<file path="src/rtl/cmplx_div_pkg.sv">
// Shared widths, state encoding and result helpers for complex_div_seq.
// CMPLX_DIV_ROUND_EN selects round-half-away-from-zero instead of truncation.
package cmplx_div_pkg;

    localparam int IN_W      = 4;
    localparam int OUT_W     = 9;
    localparam int FRAC_BITS = 4;
    localparam int NUM_W     = 9;
    localparam int DEN_W     = 8;
    localparam int CNT_W     = 4;

`ifdef CMPLX_DIV_ROUND_EN
    localparam int ITERS = 13;
    localparam int SHIFT = FRAC_BITS + 1;
`else
    localparam int ITERS = 12;
    localparam int SHIFT = FRAC_BITS;
`endif

    // One quotient bit per iteration, so the dividend is exactly ITERS bits wide.
    localparam int DVD_W = ITERS;

    typedef enum logic [2:0] {
        IDLE,
        SETUP,
        DIV_R,
        DIV_I,
        DONE
    } state_t;

    function automatic logic [DVD_W-1:0] abs_shift(input logic signed [NUM_W-1:0] n);
        logic [NUM_W-1:0] m;
        m = n[NUM_W-1] ? -n : n;
        return DVD_W'(m) << SHIFT;
    endfunction

    function automatic logic signed [OUT_W-1:0] apply_sign(input logic [DVD_W-1:0] q,
                                                           input logic neg);
        logic [OUT_W-1:0] mag;
`ifdef CMPLX_DIV_ROUND_EN
        // One extra fraction bit: adding half an output LSB rounds the magnitude away from zero.
        mag = OUT_W'((q + DVD_W'(1)) >> 1);
`else
        mag = OUT_W'(q);
`endif
        return neg ? -mag : mag;
    endfunction

endpackage

</file>
<file path="src/rtl/seq_udiv.sv">
// Unsigned restoring divider: load captures operands, each step retires one quotient bit.
// q_next exposes the quotient after the current step so the caller can reload on the last step.
module seq_udiv
    import cmplx_div_pkg::*;
(
    input  logic             clk,
    input  logic             rst,
    input  logic             load,
    input  logic             step,
    input  logic [DVD_W-1:0] dividend,
    input  logic [DEN_W-1:0] divisor,
    output logic [DVD_W-1:0] q_next
);

    logic [DVD_W-1:0] q;
    logic [DEN_W-1:0] rem;
    logic [DEN_W-1:0] dvs;
    logic [DEN_W:0]   trial;
    logic [DEN_W-1:0] diff;
    logic [DEN_W-1:0] rem_next;
    logic             ge;

    // NOTE: every variable is given a value on every path here, so no latch is inferred.
    always_comb begin
        trial    = {rem, q[DVD_W-1]};
        ge       = trial >= {1'b0, dvs};
        // The remainder stays below the divisor after a subtract, so 8-bit wrap is exact.
        diff     = trial[DEN_W-1:0] - dvs;
        rem_next = ge ? diff : trial[DEN_W-1:0];
        q_next   = {q[DVD_W-2:0], ge};
    end

    always_ff @(posedge clk) begin
        if (rst) begin
            q   <= '0;
            rem <= '0;
            dvs <= '0;
        end else if (load) begin
            q   <= dividend;
            rem <= '0;
            dvs <= divisor;
        end else if (step) begin
            q   <= q_next;
            rem <= rem_next;
        end
    end

endmodule

</file>
<file path="src/rtl/complex_div_seq.sv">
// Sequential complex divider z = (a+jb)/(c+jd), Q5.4 result, one shared divider.
// Rounding mode is selected by CMPLX_DIV_ROUND_EN (see cmplx_div_pkg).
module complex_div_seq
    import cmplx_div_pkg::*;
(
    input  logic                    clk,
    input  logic                    rst,
    input  logic                    start,
    input  logic signed [IN_W-1:0]  a,
    input  logic signed [IN_W-1:0]  b,
    input  logic signed [IN_W-1:0]  c,
    input  logic signed [IN_W-1:0]  d,
    output logic                    busy,
    output logic                    done,
    output logic signed [OUT_W-1:0] z_r,
    output logic signed [OUT_W-1:0] z_i,
    output logic                    div_zero
);

    state_t                  state;
    logic signed [IN_W-1:0]  a_q, b_q, c_q, d_q;
    logic signed [NUM_W-1:0] num_i_q;
    logic                    neg_r;
    logic [CNT_W-1:0]        cnt;
    logic signed [OUT_W-1:0] z_r_tmp;

    logic signed [NUM_W-1:0] a9, b9, c9, d9;
    logic signed [DEN_W-1:0] c8, d8;
    logic signed [NUM_W-1:0] num_r_c, num_i_c;
    logic [DEN_W-1:0]        den_c;
    logic                    last;
    logic                    div_load, div_step;
    logic [DVD_W-1:0]        dividend, q_next;

    always_comb begin
        a9       = NUM_W'(a_q);
        b9       = NUM_W'(b_q);
        c9       = NUM_W'(c_q);
        d9       = NUM_W'(d_q);
        c8       = DEN_W'(c_q);
        d8       = DEN_W'(d_q);
        num_r_c  = a9 * c9 + b9 * d9;
        num_i_c  = b9 * c9 - a9 * d9;
        den_c    = c8 * c8 + d8 * d8;
        last     = (cnt == CNT_W'(ITERS - 1));
        // The real-part divide is loaded straight from SETUP; the imaginary one on DIV_R's last step.
        div_load = (state == SETUP) || (state == DIV_R && last);
        div_step = (state == DIV_R) || (state == DIV_I);
        dividend = (state == SETUP) ? abs_shift(num_r_c) : abs_shift(num_i_q);
    end

    seq_udiv u_div (
        .clk      (clk),
        .rst      (rst),
        .load     (div_load),
        .step     (div_step),
        .dividend (dividend),
        .divisor  (den_c),
        .q_next   (q_next)
    );

    // NOTE: sequential state uses non-blocking assignments so every register samples pre-edge values.
    always_ff @(posedge clk) begin
        if (rst) begin
            state    <= IDLE;
            busy     <= 1'b0;
            done     <= 1'b0;
            div_zero <= 1'b0;
            z_r      <= '0;
            z_i      <= '0;
            z_r_tmp  <= '0;
            a_q      <= '0;
            b_q      <= '0;
            c_q      <= '0;
            d_q      <= '0;
            num_i_q  <= '0;
            neg_r    <= 1'b0;
            cnt      <= '0;
        end else begin
            done <= 1'b0;
            case (state)
                IDLE: begin
                    if (start) begin
                        a_q   <= a;
                        b_q   <= b;
                        c_q   <= c;
                        d_q   <= d;
                        busy  <= 1'b1;
                        state <= SETUP;
                    end
                end
                SETUP: begin
                    neg_r   <= num_r_c[NUM_W-1];
                    num_i_q <= num_i_c;
                    cnt     <= '0;
                    if (den_c == '0) begin
                        z_r      <= '0;
                        z_i      <= '0;
                        div_zero <= 1'b1;
                        done     <= 1'b1;
                        state    <= DONE;
                    end else begin
                        state <= DIV_R;
                    end
                end
                DIV_R: begin
                    cnt <= last ? '0 : cnt + 1'b1;
                    if (last) begin
                        z_r_tmp <= apply_sign(q_next, neg_r);
                        state   <= DIV_I;
                    end
                end
                DIV_I: begin
                    cnt <= last ? '0 : cnt + 1'b1;
                    if (last) begin
                        z_r      <= z_r_tmp;
                        z_i      <= apply_sign(q_next, num_i_q[NUM_W-1]);
                        div_zero <= 1'b0;
                        done     <= 1'b1;
                        state    <= DONE;
                    end
                end
                DONE: begin
                    busy  <= 1'b0;
                    state <= IDLE;
                end
                default: begin
                    busy  <= 1'b0;
                    state <= IDLE;
                end
            endcase
        end
    end

endmodule

</file>
<file path="config.mk">
export PLATFORM = sky130hd
export DESIGN_NAME = complex_div_seq
export DESIGN_NICKNAME = d
export VERILOG_FILES = /design/src/rtl/cmplx_div_pkg.sv /design/src/rtl/seq_udiv.sv /design/src/rtl/complex_div_seq.sv
export SDC_FILE = /design/constraint.sdc
export NUM_CORES = 1
export LEC_CHECK = 0
export BUFFER_PORTS_ARGS = -buffer_cell sky130_fd_sc_hd__buf_2
export CORE_MARGIN = 2
export CORE_UTILIZATION = 30
export DETAILED_ROUTE_END_ITERATION = 16
export SLEW_MARGIN = 30
export SYNTH_ARGS = -nofsm -noshare
export SYNTH_HDL_FRONTEND = slang
export SYNTH_SLANG_ARGS = --single-unit
</file>
<file path="constraint.sdc">
create_clock -name clk -period 5.85 [get_ports clk]
set_clock_uncertainty 0.15 [all_clocks]
set_input_delay 0 -clock clk [delete_from_list [all_inputs] [get_ports clk]]
set_output_delay 0 -clock clk [all_outputs]
set_load 0.005 [all_outputs]
</file>
==> results of run 1 <==
==> worst paths after layout <==
kind	start	endpoint	slack, ns	cells after the start
hold reg to reg	z_i[6]	z_i[6]	0.31	2
setup / recovery	d_q[2]	z_r[4]	0.33	16
setup reg to reg	d_q[2]	z_r[4]	0.33	16
hold / removal	start	busy	0.03	5
==> flip-flops by register name, indices dropped and copies added (netlist names) <==
register   cells
d_q            4
z_i            9
busy           1
num_i_q        9
cnt            4
z_r_tmp        9
state          3
div_zero       1
done           1
c_q            4
u_div.q       12
u_div.dvs      8
neg_r          1
u_div.rem      8
a_q            4
b_q            4
z_r            9
==> worst max-delay path: stages, from the launching register on <==
cell       delay (ns)
dfxtp_1          0.70
and2_1           0.24
inv_1            0.07
fa_1             0.48
fa_1             0.52
fa_1             0.51
fa_1             0.55
inv_1            0.04
ha_1             0.34
a21oi_1          0.20
o21ai_0          0.14
xor2_1           0.17
nor4_1           0.49
and4_1           0.28
buf_4            0.24
a2bb2oi_1        0.19
nor2_1           0.05
==> repair_timing <==
item                                   CTS  global route
endpoints found under the hold margin   16             0
setup endpoints to repair                0             0
hold buffers                            16             0
==> where the power goes <==
part	total, mW	switching (mW)	leakage (nW)	internal [mW]
Clock	0.602	0.265	0.141	0.337
Sequential	0.759	0.0824	0.739	0.677
Combinational	1.41	0.814	3.40	0.601
Total	2.78	1.16	4.28	1.61
==> cells by family after synthesis <==
logic type	share of synthesized area [%]
AND/OR/NAND/NOR	17.56
XOR/XNOR	6.751
adder cells (fa/ha/maj)	30.52
AO/OA/AOI/OAI	14.35
flip-flops	20.78
buffers and inverters	8.421
multiplexers	1.627
==> cells in the final DEF (no fill, tap or decap), drive strengths merged, types with 4 or more instances in the layout <==
cell	synthesis	final
dlygate4sd3	0	16
o21bai	7	7
nand3	16	16
nand2	121	121
or3	11	11
mux2i	12	12
o21ai	25	25
ha	81	81
nor2b	20	20
a21oi	59	59
a211oi	23	23
inv	130	132
a2bb2oi	10	10
nor2	76	76
nand2b	14	14
xor2	28	28
and2	39	39
o211ai	12	12
xnor2	37	37
o41ai	4	4
dfxtp	91	91
a311oi	6	6
a21o	4	4
buf	6	52
fa	83	83
o31ai	5	5
nor3	16	16
clkbuf	48	10
==> through the flow <==
step	worst slack (ns)	cells	util [%]	cell area (um2)	power, mW
finish	0.3324	1442	34.07	9779	2.776
global route	0.04087	1442	34.07	9779	3.020
CTS	0.3833	1442	34.05	9773	2.811
detailed placement	0.3940	1410	32.44	9310	2.184
global placement	0.5346	1410	32.42	9304	2.171
floorplan	0.4602	1028	-	8766	1.883
==> layer usage <==
metal | global-route usage (%) | part of all wire, %
met1 | 16.99 | 49
met2 | 21.33 | 46
met3 | 2.393 | 4.2
met4 | 3.056 | 1.2
met5 | 0 | 0
==> area by class of cell <==
| type | count | area, um2 | area share, % |
|---|---|---|---|
| inverters | 132 | 498.0 | 5.092 |
| clock buffers | 10 | 229.0 | 2.341 |
| repair buffers | 68 | 452.9 | 4.632 |
| multi-input cells | 751 | 6223 | 63.64 |
| flip-flops and latches | 91 | 1822 | 18.63 |
| well taps | 384 | 480.5 | 4.913 |
| clock inverters | 6 | 73.82 | 0.7549 |
==> flow_metrics.env, run 1 <==
export IMPL_outcome="finished, final reports clean"
export IMPL_drtIter0Drc=333
export IMPL_synth_top_area_cell="dfxtp_1"
export IMPL_syn_avg_cell_area_um2=8.527
export IMPL_hp_class="in2reg"
export IMPL_globalplace_congestion=0.8071
export IMPL_wl_per_cell_um=12.99
export IMPL_slew_violations=0
export IMPL_numPortBuffers=39
export IMPL_cts_buffers_inserted=9
export IMPL_antenna_found_initial=0
export IMPL_rsz0062_at_grt="no"
export IMPL_hpwl_mm=14.83
export IMPL_area_delta_synth_final_pct=11.56
export IMPL_routed_wl_mm=18.73
export IMPL_synthTopCellsByArea="dfxtp_1, fa_1, ha_1, inv_1, nand2_1"
export IMPL_yosys_most_used_dff="dfxtp_1"
export IMPL_core_um2=28700
export IMPL_min_period_ns=5.518
export IMPL_synth_edff_count=0
export IMPL_cp_required_ns=5.92
export IMPL_worst_pin_slew_ns=0.9265
export IMPL_cts_sinks=91
export IMPL_drv_cap=0
export IMPL_n_antenna_cell=0
export IMPL_cts_max_path_buffers=2
export IMPL_syn_nets=1211
export IMPL_drtPass1Iterations=4
export IMPL_start_util_pct=30.54
export IMPL_crit_arrival_ns=5.58
export IMPL_netlist_cell_type_count=61
export IMPL_die_h_um=174.9
export IMPL_grt_start_max_net_pins=46
export IMPL_grt_use_total_pct=12.75
export IMPL_grt_pass1_vias=6511
export IMPL_syn_inst=1028
export IMPL_setup_violations=0
export IMPL_fin_tns_setup_ns=0
export IMPL_drive_gt1_share_pct=8.601
export IMPL_hold_viol=0
export IMPL_critPathKind="reg2reg"
export IMPL_fin_nets=1236
export IMPL_fmax_mhz=181.2
export IMPL_post_cts_buffers=0
export IMPL_whs_ns=0.03117
export IMPL_io_pins=40
export IMPL_overflow=0
export IMPL_p_leak_nw=4.282
export IMPL_htreeDepth=3
export IMPL_synth_top_area_share_pct=20.78
export IMPL_postSynth_asyncResetShare_pct=0
export IMPL_post_cts_resized=0
export IMPL_ir_drop_mv=0.1787
export IMPL_cts_tree="done"
export IMPL_final_antenna_net_count=0
export IMPL_cp_max_fo=15
export IMPL_clkLatencyLatePin_ns=0.35
export IMPL_cts_root_buf="clkbuf_16"
export IMPL_power_density_nw_per_um2=283.8
export IMPL_netlist_area_um2=8766
export IMPL_drc_errors=0
export IMPL_die_width_um=174.9
export IMPL_vias=6637
export IMPL_synth_common_cells="inv_1, nand2_1, dfxtp_1"
export IMPL_synth_most_common_cell="inv_1"
export IMPL_min_period_over_period_pct=94.32
export IMPL_ys_ff_latch=91
export IMPL_grt_pass1_wl_mm=31.66
export IMPL_critical_path_endpoint_type="flop"
export IMPL_fill_cells=3042
export IMPL_start_kind="flop"
export IMPL_via_per_inst=4.603
export IMPL_yosysWarnings=0
export IMPL_die_area_um2=30600
export IMPL_slew_headroom_pct=38.23
export IMPL_path_clk_slew_ns=0.07
export IMPL_core_rowCount=62
export IMPL_ys_seq_area_share_pct=20.78
Power figures use the tool's default switching activity.
==> run 2: changes to the inputs <==
Settings changed: RECOVER_POWER set to 50.
==> run 2 against run 1 <==
Net effect:
- die area stayed put
- routed wire length rose by 0.42%
- combinational power barely moved
- power about the same
- sequential share of layout area barely moved
==> flow_metrics.env, run 2 (synthesis gave the netlist of run 1 again) <==
export IMPL_path_common_cell="fa_1"
export IMPL_r2r_start="d_q[2]"
export IMPL_die_width_um=174.9
export IMPL_slew_headroom_pct=31.50
export IMPL_antenna_found_initial=0
export IMPL_post_cts_resized=0
export IMPL_grt_pass1_vias=6511
export IMPL_globalplace_congestion=0.8071
export IMPL_fin_tns_setup_ns=0
export IMPL_routed_wl_mm=18.81
export IMPL_core_rowCount=62
export IMPL_start_util_pct=30.54
export IMPL_cp_required_ns=5.91
export IMPL_cts_root_buf="clkbuf_16"
export IMPL_final_common_cell="inv_1"
export IMPL_hold_viol=0
export IMPL_p_total_mw=2.774
export IMPL_crit_arrival_ns=5.58
export IMPL_fin_nets=1236
export IMPL_n_antenna_cell=0
export IMPL_drv_cap=0
export IMPL_path_clk_slew_ns=0.07
export IMPL_cts_hold_buf=16
export IMPL_vias=6652
export IMPL_fmax_mhz=181.4
export IMPL_cts_sinks=91
export IMPL_timing_rr_end="z_r[4]"
export IMPL_drc_errors=0
export IMPL_post_cts_buffers=0
export IMPL_outcome="finished, final reports clean"
export IMPL_overflow=0
export IMPL_die_h_um=174.9
export IMPL_numPortBuffers=39
export IMPL_startpoint="d_q[2]"
export IMPL_min_period_over_period_pct=94.24
export IMPL_layout_common_cells="inv_1, nand2_1, dfxtp_1"
export IMPL_setup_violations=0
export IMPL_drtIter0Drc=306
export IMPL_slew_violations=0
export IMPL_grt_pass1_wl_mm=31.66
export IMPL_grt_start_max_net_pins=46
export IMPL_grt_use_total_pct=12.75
export IMPL_r2r_cells=16
export IMPL_clkLatencyLatePin_ns=0.35
export IMPL_io_pins=40
export IMPL_endpoint="z_r[4]"
export IMPL_start_kind="flop"
export IMPL_fin_util_pct=34.00
export IMPL_cts_buffers_inserted=9
export IMPL_cp_max_fo=15
export IMPL_largest_reg_flops=12
export IMPL_min_period_ns=5.513
export IMPL_critical_path_endpoint_type="flop"
export IMPL_cts_max_path_buffers=2
export IMPL_ir_drop_mv=0.1797
export IMPL_fill_cells=3053
export IMPL_cts_tree="done"
export IMPL_worst_pin_slew_ns=1.027
export IMPL_min_from="start"
export IMPL_area_delta_synth_final_pct=11.32
export IMPL_drtPass1Iterations=5
export IMPL_via_per_inst=4.613
export IMPL_crit_chain="and2_1, inv_1, fa_1, fa_1, fa_1, fa_1, inv_1, ha_1, a21oi_1, o21ai_0, xor2_1, nor4_1, and4_1, buf_4, a2bb2oi_1, nor2_1"
export IMPL_critPathMaxStageDelay_ns=0.70
export IMPL_p_leak_nw=4.233
export IMPL_rsz0062_at_grt="no"
export IMPL_hp_class="in2reg"
export IMPL_final_antenna_net_count=0
export IMPL_drive_gt1_share_pct=7.561
export IMPL_slowest_stage="dfxtp_1"
export IMPL_core_um2=28700
export IMPL_critPathKind="reg2reg"
export IMPL_hpwl_mm=14.83
export IMPL_reg2reg_slack_ns=0.34
export IMPL_wl_per_cell_um=13.05
export IMPL_power_density_nw_per_um2=284.3
export IMPL_die_area_um2=30600
export IMPL_htreeDepth=3
export IMPL_regMostFlops="u_div.q"
[run 2: cell count changes in the layout (fill, tap and decap cells not counted), sizes merged]
cell / previous run / this run
buf: 52 / 42
clkbuf: 10 / 20
clkinvlp: 2 / 3
inv: 132 / 131
[run 2: per-stage QoR]
stage          instance area, um2  cells  worst slack [ns]  hold WS (ns)
6_report                     9758   1442            0.3372       0.02529
5_1_grt                      9758   1442           0.04087       0.05132
4_1_cts                      9773   1442            0.3833       0.02032
3_5_place_dp                 9310   1410            0.3940       0.09745
3_3_place_gp                 9304   1410            0.5346       0.09692
2_1_floorplan                8766   1028            0.4602      -0.01403
[run 2: area by class of cell]
cell class | instances | area [um2] | area share (%)
multi-input combinational | 751 | 6221 | 63.75
tap | 384 | 480.5 | 4.924
inverter | 132 | 496.7 | 5.090
clock inverter | 6 | 73.82 | 0.7565
clock buffer | 10 | 229.0 | 2.346
sequential | 91 | 1822 | 18.67
timing repair buffer | 68 | 435.4 | 4.462
[run 2: worst min path at each step]
stage | to | slack [ns] | cells after the start
final | busy | 0.03 | 5
after global routing | busy | 0.05 | 5
after CTS | busy | 0.02 | 5
after detailed placement | c_q[1] | 0.1 | 3
after global placement | b_q[1] | 0.1 | 3
after floorplan | c_q[1] | -0.01 | 2
[run 2: power breakdown]
| part | total [mW] | internal [mW] | switching, mW |
|---|---|---|---|
| clock | 0.603 | 0.337 | 0.266 |
| combinational | 1.41 | 0.597 | 0.815 |
| sequential | 0.759 | 0.677 | 0.0826 |
[run 2: metal layers]
| layer | global-route usage (%) | vias to the layer above | wire, um |
|---|---|---|---|
| met5 | 0 | - | 0 |
| met4 | 3.056 | 0 | 238 |
| met3 | 2.393 | 17 | 832 |
| met2 | 21.33 | 124 | 8592 |
| met1 | 16.99 | 3098 | 9149 |
| li1 | - | 3413 | - |
[run 2: worst max-delay path, delay by kind of cell (launching register included)]
| family | cells | cell delay (ns) |
|---|---|---|
| XOR/XNOR | 1 | 0.17 |
| flip-flops | 1 | 0.70 |
| AND/OR/NAND/NOR | 4 | 1.06 |
| AO/OA/AOI/OAI | 3 | 0.54 |
| buffers and inverters | 3 | 0.35 |
| adder cells (fa/ha/maj) | 5 | 2.39 |
